==> config.mk <==
export PLATFORM = sky130hd
export DESIGN_NAME = vga_timing_core
export DESIGN_NICKNAME = d
export VERILOG_FILES = /design/src/rtl/vga_timing_core.sv
export SDC_FILE = /design/constraint.sdc
export NUM_CORES = 1
export LEC_CHECK = 0
export CORE_ASPECT_RATIO = 0.8
export CORE_UTILIZATION = 57
export DETAILED_ROUTE_END_ITERATION = 10
export PLACE_DENSITY_LB_ADDON = 0.12
export SLEW_MARGIN = 5
export SYNTH_ARGS = -nofsm -noshare
export SYNTH_HDL_FRONTEND = slang
export SYNTH_SLANG_ARGS = --single-unit
==> constraint.sdc <==
create_clock -name clk -period 4.4 [get_ports clk]
set_input_delay 1.32 -clock clk [delete_from_list [all_inputs] [get_ports clk]]
set_output_delay 1.32 -clock clk [all_outputs]
set_load 0.1 [all_outputs]
==> src/rtl/vga_timing_core.sv <==
// Runtime-programmable VGA/DVI timing generator with a fractional pixel enable and double-buffered timing.
// Counter outputs (pixel_x/y, pixel_en) are undelayed; hs/vs/de/colour appear PIXEL_DELAY clk later.
// No backpressure: free-running; cfg_load is a one-clk strobe and is always accepted.
//
// Ports:
//   clk, reset          system clock, asynchronous active-low reset
//   ext_factor_mul/div  fractional enable ratio (pixel_en rate = mul/div, div > 0)
//   cfg_*, cfg_load     shadow timing/shift values, captured on cfg_load, applied at frame end
//   cfg_pending         shadow holds values not yet applied
//   ext_color           pixel colour, already aligned by the source to the output delay
//   ext_vga_hs/vs/de    delayed syncs and data enable; ext_vga_color gated by delayed de
//   pixel_x/y, pixel_en undelayed scaled coordinates and counter advance strobe
//   frame_start         one-clk pulse after counters wrap to (0,0)
//   vblank_start        one-clk pulse after the line wrap that enters the first blank line
module vga_timing_core #(
  parameter int LINE_BITS    = 12,
  parameter int COUNTER_BITS = 8,
  parameter int BPP          = 8,
  parameter int PIXEL_DELAY  = 7,
  parameter bit HS_POL       = 1'b0,
  parameter bit VS_POL       = 1'b0,
  parameter int DEF_H_VIS    = 640,
  parameter int DEF_H_SS     = 656,
  parameter int DEF_H_SE     = 752,
  parameter int DEF_H_TOT    = 799,
  parameter int DEF_V_VIS    = 480,
  parameter int DEF_V_SS     = 490,
  parameter int DEF_V_SE     = 492,
  parameter int DEF_V_TOT    = 524
) (
  input  logic                           clk,
  input  logic                           reset,
  input  logic signed [COUNTER_BITS-1:0] ext_factor_mul,
  input  logic signed [COUNTER_BITS-1:0] ext_factor_div,
  input  logic        [LINE_BITS-1:0]    cfg_h_vis,
  input  logic        [LINE_BITS-1:0]    cfg_h_ss,
  input  logic        [LINE_BITS-1:0]    cfg_h_se,
  input  logic        [LINE_BITS-1:0]    cfg_h_tot,
  input  logic        [LINE_BITS-1:0]    cfg_v_vis,
  input  logic        [LINE_BITS-1:0]    cfg_v_ss,
  input  logic        [LINE_BITS-1:0]    cfg_v_se,
  input  logic        [LINE_BITS-1:0]    cfg_v_tot,
  input  logic        [2:0]              cfg_shift_h,
  input  logic        [2:0]              cfg_shift_v,
  input  logic                           cfg_load,
  output logic                           cfg_pending,
  input  logic        [BPP-1:0]          ext_color,
  output logic                           ext_vga_hs,
  output logic                           ext_vga_vs,
  output logic                           ext_vga_de,
  output logic        [BPP-1:0]          ext_vga_color,
  output logic        [LINE_BITS-1:0]    pixel_x,
  output logic        [LINE_BITS-1:0]    pixel_y,
  output logic                           pixel_en,
  output logic                           frame_start,
  output logic                           vblank_start
);

  typedef struct packed {
    logic [LINE_BITS-1:0] h_vis;
    logic [LINE_BITS-1:0] h_ss;
    logic [LINE_BITS-1:0] h_se;
    logic [LINE_BITS-1:0] h_tot;
    logic [LINE_BITS-1:0] v_vis;
    logic [LINE_BITS-1:0] v_ss;
    logic [LINE_BITS-1:0] v_se;
    logic [LINE_BITS-1:0] v_tot;
    logic [2:0]           shift_h;
    logic [2:0]           shift_v;
  } timing_t;

  localparam timing_t DEF_TIMING = '{
    h_vis: LINE_BITS'(DEF_H_VIS), h_ss: LINE_BITS'(DEF_H_SS),
    h_se:  LINE_BITS'(DEF_H_SE),  h_tot: LINE_BITS'(DEF_H_TOT),
    v_vis: LINE_BITS'(DEF_V_VIS), v_ss: LINE_BITS'(DEF_V_SS),
    v_se:  LINE_BITS'(DEF_V_SE),  v_tot: LINE_BITS'(DEF_V_TOT),
    shift_h: 3'd0, shift_v: 3'd0
  };

  // Pipe entry order is {hs level, vs level, de}; idle means both syncs inactive, de low.
  localparam logic [2:0] PIPE_IDLE = {~HS_POL, ~VS_POL, 1'b0};

  timing_t act;
  timing_t shadow;
  timing_t cfg_in;

  assign cfg_in = '{
    h_vis: cfg_h_vis, h_ss: cfg_h_ss, h_se: cfg_h_se, h_tot: cfg_h_tot,
    v_vis: cfg_v_vis, v_ss: cfg_v_ss, v_se: cfg_v_se, v_tot: cfg_v_tot,
    shift_h: cfg_shift_h, shift_v: cfg_shift_v
  };

  // Fractional enable: one extra bit keeps acc+mul from overflowing before the compare.
  logic signed [COUNTER_BITS-1:0] acc;
  logic signed [COUNTER_BITS:0]   sum;
  logic signed [COUNTER_BITS:0]   div_ext;
  logic signed [COUNTER_BITS:0]   rem;

  assign sum     = {acc[COUNTER_BITS-1], acc} + {ext_factor_mul[COUNTER_BITS-1], ext_factor_mul};
  assign div_ext = {ext_factor_div[COUNTER_BITS-1], ext_factor_div};
  assign rem     = sum - div_ext;

  always_ff @(posedge clk or negedge reset) begin
    if (!reset) begin
      acc      <= '0;
      pixel_en <= 1'b0;
    end else if (sum >= div_ext) begin
      acc      <= rem[COUNTER_BITS-1:0];
      pixel_en <= 1'b1;
    end else begin
      acc      <= sum[COUNTER_BITS-1:0];
      pixel_en <= 1'b0;
    end
  end

  logic [LINE_BITS-1:0] count_h;
  logic [LINE_BITS-1:0] count_v;
  logic [LINE_BITS-1:0] count_v_next;
  logic                 h_end;
  logic                 v_end;
  logic                 boundary;

  // >= rather than == so a counter already past a newly shrunk total still wraps.
  assign h_end        = count_h >= act.h_tot;
  assign v_end        = count_v >= act.v_tot;
  assign boundary     = pixel_en && h_end && v_end;
  assign count_v_next = v_end ? '0 : count_v + 1'b1;

  always_ff @(posedge clk or negedge reset) begin
    if (!reset) begin
      count_h      <= '0;
      count_v      <= '0;
      act          <= DEF_TIMING;
      shadow       <= DEF_TIMING;
      cfg_pending  <= 1'b0;
      frame_start  <= 1'b0;
      vblank_start <= 1'b0;
    end else begin
      frame_start  <= boundary;
      vblank_start <= pixel_en && h_end && (count_v_next == act.v_vis);
      if (pixel_en) begin
        if (h_end) begin
          count_h <= '0;
          count_v <= count_v_next;
        end else begin
          count_h <= count_h + 1'b1;
        end
      end
      // A load in the boundary clk lands in shadow after the swap has taken the old shadow,
      // so the new values stay pending for the following frame.
      if (boundary && cfg_pending) begin
        act <= shadow;
      end
      if (cfg_load) begin
        shadow      <= cfg_in;
        cfg_pending <= 1'b1;
      end else if (boundary) begin
        cfg_pending <= 1'b0;
      end
    end
  end

  // Sync/de decode; ss >= se simply never matches, leaving the sync inactive.
  logic hs_act;
  logic vs_act;
  logic hs_lvl;
  logic vs_lvl;
  logic de_raw;

  assign hs_act = (count_h >= act.h_ss) && (count_h < act.h_se);
  assign vs_act = (count_v >= act.v_ss) && (count_v < act.v_se);
  assign hs_lvl = HS_POL ? hs_act : ~hs_act;
  assign vs_lvl = VS_POL ? vs_act : ~vs_act;
  assign de_raw = (count_h < act.h_vis) && (count_v < act.v_vis);

  // Alignment pipe runs every clk, independent of pixel_en.
  logic [PIXEL_DELAY-1:0][2:0] pipe;
  logic [PIXEL_DELAY:0][2:0]   pipe_in;

  assign pipe_in = {pipe, hs_lvl, vs_lvl, de_raw};

  always_ff @(posedge clk or negedge reset) begin
    if (!reset) begin
      pipe <= {PIXEL_DELAY{PIPE_IDLE}};
    end else begin
      pipe <= pipe_in[PIXEL_DELAY-1:0];
    end
  end

  assign {ext_vga_hs, ext_vga_vs, ext_vga_de} = pipe[PIXEL_DELAY-1];
  assign ext_vga_color = ext_vga_de ? ext_color : '0;

  assign pixel_x = count_h >> act.shift_h;
  assign pixel_y = count_v >> act.shift_v;

endmodule

==> results.py <==
metrics = {
    "detailed_routing": {
        "detailroute.via_count": 9416,
        "detail-route-antenna-nets": 0,
        "first_pass_iters": 4,
        "wire_per_inst_um": 17.9,
        "drc_errors": 0,
        "drtIter0Drc": 507,
        "totalWireLength_um": 30700,
        "routed_via_density": 5.49,
    },
    "floorplanning": {
        "core_area_sq_mm": 0.0243,
        "fp-row-count": 51,
        "die_h_um": 143,
        "start_util_pct": 58.1,
        "ios": 168,
        "die_area_sq_mm": 0.0254,
        "die_w_um": 178,
    },
    "synthesis": {
        "yosys-top-cells-count": "175 x dfrtp_1, 137 x mux2_2, 116 x inv_1, 111 x ha_1, 86 x dfstp_2",
        "avgSynthCellArea_sq_um": 11.9,
        "synth_top_area_share_pct": 31.0,
        "ys.flop_type": "dfrtp_1",
        "synth_edf_count": 0,
        "netlist_area_sq_mm": 0.0141,
        "yosysTopAreaCell": "dfrtp_1",
        "synth.most_common_cell": "dfrtp_1",
        "synth_fp_nets": 1428,
        "synth_cell_types": 61,
        "synth.area.top_cells": "dfrtp_1 31%, dfstp_2 16%, mux2_2 11%",
        "synthArstFlopShare_pct": 100,
        "synthCells": 1186,
        "synth.yosys.seq_area_share_pct": 47.0,
        "synth-seq-cells": 261,
        "yosysWarnings": 0,
    },
    "global_routing": {
        "grt_pass1_wl_um": 49900,
        "grt_pass1_vias": 9646,
        "grt_max_degree": 80,
        "antenna_found_initial": 0,
        "grtUsageTotal_pct": 25.0,
        "gr-total-overflow": 0,
    },
    "power": {
        "cellLeakagePower_nw": 7.93,
        "ir_drop_mv": 0.519,
        "powerDensity_mw_per_mm2": 629,
        "power_mw": 10.8,
    },
    "setup_path": {
        "worstPathMaxFanout": 9,
        "end_kind": "flop",
        "critPathKind": "input pin to flop",
        "critPathLaunchType": "input pin",
        "rrSetupSlack_ns": 0.75,
        "arrival_ns": 4.57,
        "critPathRequiredTime_ns": 4.82,
    },
    "worst_hold_path": {
        "hp-class": "flop to flop",
    },
    "sta": {
        "fmax_mhz": 241,
        "worst_hold_slack_ns": 0.347,
        "setup_ws_ns": 0.250,
        "rsz0062_at_grt": "no",
        "finalClockSkew_ns": 0.0269,
        "max_slew_margin_pct": 33.7,
        "slew_violations": 0,
        "period_needed_ns": 4.15,
        "setup_violations": 0,
        "tns_ns": 0,
        "min_period_over_period_pct": 94.3,
        "worstMarginPinSlew_ns": 0.991,
        "final_hold_viol_count": 0,
    },
    "cts": {
        "cts_tree": "yes",
        "cts_buffer_depth": 3,
        "cts_setup_buffers": 0,
        "clk_latency_ns": 0.55,
        "clk_pin_slew_ns": 0.06,
        "cts_hold_buf": 0,
        "numCtsBuffers": 26,
        "cts_sinks": 261,
        "htree_levels": 1,
        "cts-root-buf": "clkbuf_16",
    },
    "placement": {
        "port_buffers": 167,
        "gp_congestion": 0.917,
        "place_area_sq_mm": 0.0163,
        "hpwlAfterDp_um": 22200,
        "pre_cts_ws_ns": -0.293,
    },
    "final_layout": {
        "area_growth_pct": 21.1,
        "antennaDiodeCount": 0,
        "layout-drive-gt1-share_pct": 30.6,
        "final.fill_count": 1752,
        "design_area_sq_mm": 0.0171,
        "nNetsFinal": 1619,
    },
    "outcome": {
        "status": "finished, final reports clean",
    },
    "job": {
        "max_cap_violations": 0,
    },
}
-- what timing repair did --
action / 4_1_cts / 5_1_grt
hold endpoints to repair: 0 / 0
resized for setup: 0 / 1
endpoints found under the setup margin: 0 / 1
-- final cells by class --
cell class	count	area (sq um)	area share [%]
tap	318	398	2.32
clock buffer	43	764	4.47
sequential	261	6640	38.8
timing repair buffer	209	2020	11.8
multi-input combinational	760	6810	39.8
inverter	119	447	2.61
clock inverter	5	36.3	0.212
-- where the power goes --
part	total [mW]	switching (mW)	leakage [nW]	internal, mW
Clock	2.11	0.923	0.393	1.18
Sequential	3.63	0.477	3.06	3.16
Combinational	5.02	2.81	4.47	2.21
Total	10.8	4.21	7.93	6.55
-- kinds of logic after synthesis --
group,after synthesis,synth area share [%]
DFF,261,47.0
muxes,236,20.8
and+or+nand+nor,198,6.76
AOI/OAI and AO/OA,178,8.20
buffers and inverters,165,4.91
adders and majority gates,113,10.1
xor gates and xnor gates,35,2.27
-- layer usage --
metal	vias to the layer above	share of wire (%)	GRT usage [%]
met5	-	0	0
met4	0	1.9	5.98
met3	46	6.6	5.19
met2	252	43	38.1
met1	4590	48	36.5
li1	4528	-	-
-- stage by stage --
stage | util (%) | instances
final | 70.4 | 1715
after global routing | 70.4 | 1715
after CTS | 70.4 | 1715
after detailed placement | 67.1 | 1667
after global placement | 67.1 | 1667
after floorplan | - | 1186
-- worst max-delay path, stage by stage --
cell             delay (ns)
clkdlybuf4s50_1        0.40
ha_1                   0.22
fa_1                   0.39
a21o_1                 0.20
a21oi_1                0.19
o21bai_1               0.09
a21oi_1                0.23
xnor2_1                0.19
ha_1                   0.30
a211o_1                0.29
o221ai_1               0.19
buf_4                  0.22
mux2_2                 0.35
-- sequential cells by signal, summed over array words and instances, names as in the netlist, 8 cells and up --
register and count:
count_h 12, act 102, count_v 12, shadow 102, pipe 18, acc 8
-- worst paths after layout --
path	start	to	depth (start not counted)
worst max-delay path	ext_factor_mul[0]	acc[1]	13
worst min-delay path	pipe[15]	ext_vga_de	0
worst max register to register	act[63]	act[22]	10
worst min register to register	pipe[15]	ext_vga_de	0
max in group asynchronous	reset	shadow[39]	2
min in group asynchronous	reset	shadow[77]	1
-- cells in the final DEF, fill, tap and decap left out, drive strengths merged, types with 7 or more instances in the layout --
cell | Yosys | final
nand2b | 18 | 18
o21a | 9 | 9
o22ai | 7 | 7
o21ai | 56 | 56
inv | 116 | 116
dfstp | 86 | 86
nand4 | 7 | 7
and2 | 15 | 15
nand2 | 54 | 54
clkbuf | 28 | 43
a21oi | 36 | 36
nor3 | 12 | 12
nor2 | 52 | 52
xor2 | 14 | 14
clkinv | 3 | 8
a211oi | 9 | 9
dfrtp | 175 | 175
ha | 111 | 111
mux2i | 19 | 19
nand3 | 14 | 14
o211ai | 7 | 7
mux2 | 217 | 217
xnor2 | 20 | 20
buf | 18 | 77
a21o | 15 | 15
clkdlybuf4s50 | 0 | 132
Power figures use the tool's default switching activity.
==> RTL change, RTL diff (same settings) <==
Change the parameter `LINE_BITS` from 12 to 6.
--- a/src/rtl/vga_timing_core.sv
+++ b/src/rtl/vga_timing_core.sv
@@ -13,7 +13,7 @@
 //   frame_start         one-clk pulse after counters wrap to (0,0)
 //   vblank_start        one-clk pulse after the line wrap that enters the first blank line
 module vga_timing_core #(
-  parameter int LINE_BITS    = 12,
+  parameter int LINE_BITS    = 6,
   parameter int COUNTER_BITS = 8,
   parameter int BPP          = 8,
   parameter int PIXEL_DELAY  = 7,
Interface: changed (10 resized); port bits go from 168 to 108. The function was not compared with the original's and may differ.
==> RTL change against the unedited design <==
Hold slack improved by 0.0031 ns; sequential cell count decreased by 108; final area decreased by 42%; final cell count decreased by 45%; fmax decreased by 3.7%; wire length decreased by 51%; worst setup slack got worse by 0.16 ns; clock skew decreased by 0.020 ns; area after synthesis decreased by 43%; core utilization increased by 2.2 points; power decreased by 29%; global-route usage decreased by 2.3 points; sequential share of layout area increased by 0.48 points; largest cell class is now registers; largest power group unchanged; highest routed layer unchanged.
==> RTL change: results (changes against the unedited design) <==
[global_route]
antenna_found_initial = 0  ; unchanged
grt_pass1_wl_um = 25400  ; -49%
grt_max_degree = 81  ; +1.3%
grt_pass1_vias = 5323  ; -45%
grt_use_total_pct = 22.77  ; -2.3 points

[synth]
netlist_instances = 637  ; -46%
async_reset_ff_share_pct = 100.0  ; unchanged
synth_area_leaders = dfrtp_1 (33%), dfstp_2 (16%), ha_1 (9.8%), mux2_2 (9.6%), mux2_4 (9.4%)
yosysSeqAreaShare_pct = 48.52  ; +1.5 points
yosys.cell_types.count = 52  ; -15%
syn_nets = 783  ; -45%
synth_commonest_cells = dfrtp_1 (105), mux2_2 (68), ha_1 (63)

[placement]
placed_cells = 917  ; -45%
gp_congestion = 0.8325  ; -9.2%
port_buffers = 107  ; -36%
hpwl_um = 10600  ; -52%

[power_and_ir_drop]
vdd_drop_max_uv = 635.7  ; +22%
leakagePower_nw = 4.629  ; -42%

[cells_and_area]
reg_top3 = act: 54 flops, shadow: 54 flops, pipe: 18 flops
nFillCells = 888  ; -49%
finalNetCount = 903  ; -44%
fin_cells = 950  ; -45%
final_layout_size_suffix_gt1_share_pct = 32.47  ; +1.9 points
diodes = 0  ; unchanged

[clocking]
root_buffer = clkbuf_16
cts_max_level = 4  ; +3
ctsLongestPathBuffers = 2  ; -1
cts_made_buffers = 17  ; -35%
clock_latency_ns = 0.42  ; -0.13 ns

[detailed_routing]
wirelength_um = 14990  ; -51%
initialDrtViolationCount = 151  ; -70%
dr.pass1.iters = 4  ; unchanged
vias = 5088  ; -46%

[run_status]
outcome = completed

[worst_setup_path]
cp.arrival_ns = 4.61  ; +0.04 ns
cp_slowest_cell = clkdlybuf4s50_1
timing.rr.start = acc[0]
crit_fanout = 9  ; unchanged

[worst_hold_path]
hold_start = pipe[9]
hp-class = flop to flop

[timing]
worst_pin_slew_ns = 1.057  ; +0.06568 ns
skew_ns = 0.007347  ; -0.01955 ns

==> RTL change: changes by cell type after synthesis, sizes merged, moves of 10 or more <==
cell	delta
ha	-48
nand3	-12
dfrtp	-70
mux2	-99
o21ai	-35
nor2	-33
nand2	-33
clkbuf	-15
dfstp	-38
buf	-10
a21oi	-12
inv	-54
==> RTL change: metrics by stage <==
step	instance area [um2]	power [mW]	worst slack (ns)
6_report	9903	7.633	0.09000
5_1_grt	9903	8.184	0.001442
3_5_place_dp	9268	6.122	-0.5526
2_1_floorplan	8026	5.226	0.02021
4_1_cts	9882	7.641	0.05567
3_3_place_gp	9268	5.944	-0.4569
==> RTL change: layout make-up <==
| class | instances | share of cell area [%] |
|---|---|---|
| Sequential cell | 153 | 39.27 |
| Multi-Input combinational cell | 401 | 38.50 |
| Timing Repair Buffer | 122 | 11.57 |
| Clock buffer | 19 | 4.574 |
| Inverter | 62 | 2.350 |
| Tap cell | 180 | 2.274 |
| Clock inverter | 13 | 1.466 |
==> RTL change: repair_timing <==
item,4_1_cts,5_1_grt
endpoints found under the setup margin,8,8
resized for setup,5,3
pin swaps,1,3
setup buffers,0,1
==> RTL change: report_power, final <==
part,internal [mW],total [mW],switching [mW]
logic,1.83,3.80,1.97
registers,1.96,2.38,0.425
clock network,0.868,1.45,0.579
total,4.66,7.63,2.97
==> RTL change: critical path: cells and delay by family <==
kind	cells	cell delay [ns]
AO/OA/AOI/OAI	7	1.41
XOR/XNOR	1	0.15
adder cells (fa/ha/maj)	3	0.83
buffers and inverters	2	0.55
multiplexers	1	0.34
==> RTL change: cell families after synthesis <==
family          synth area share, %
flops                         48.52
mux                           20.86
compound gates                8.025
simple gates                  5.574
buf+inv                       4.387
fa+ha+maj                     10.34
xor+xnor                      2.295
==> RTL change: routing by layer <==
layer / vias up / global-route usage [%] / routed length, um / part of all wire (%)
li1: 2458 / - / - / -
met1: 2526 / 28.73 / 6927 / 46
met2: 98 / 38.90 / 7360 / 49
met3: 6 / 5.813 / 621 / 4.1
met4: 0 / 6.661 / 81 / 0.54
met5: - / 0 / 0 / 0
==> RTL change: worst paths after layout <==
| path | cells after the start | slack (ns) | to |
|---|---|---|---|
| worst min-delay path | 0 | 0.35 | pipe[12] |
| worst max-delay path | 14 | 0.09 | acc[6] |
| max in group asynchronous | 2 | 2.60 | pipe[2] |
| worst max register to register | 13 | 1.05 | acc[6] |
| min in group asynchronous | 1 | 0.92 | act[18] |
| worst min register to register | 0 | 0.35 | pipe[12] |
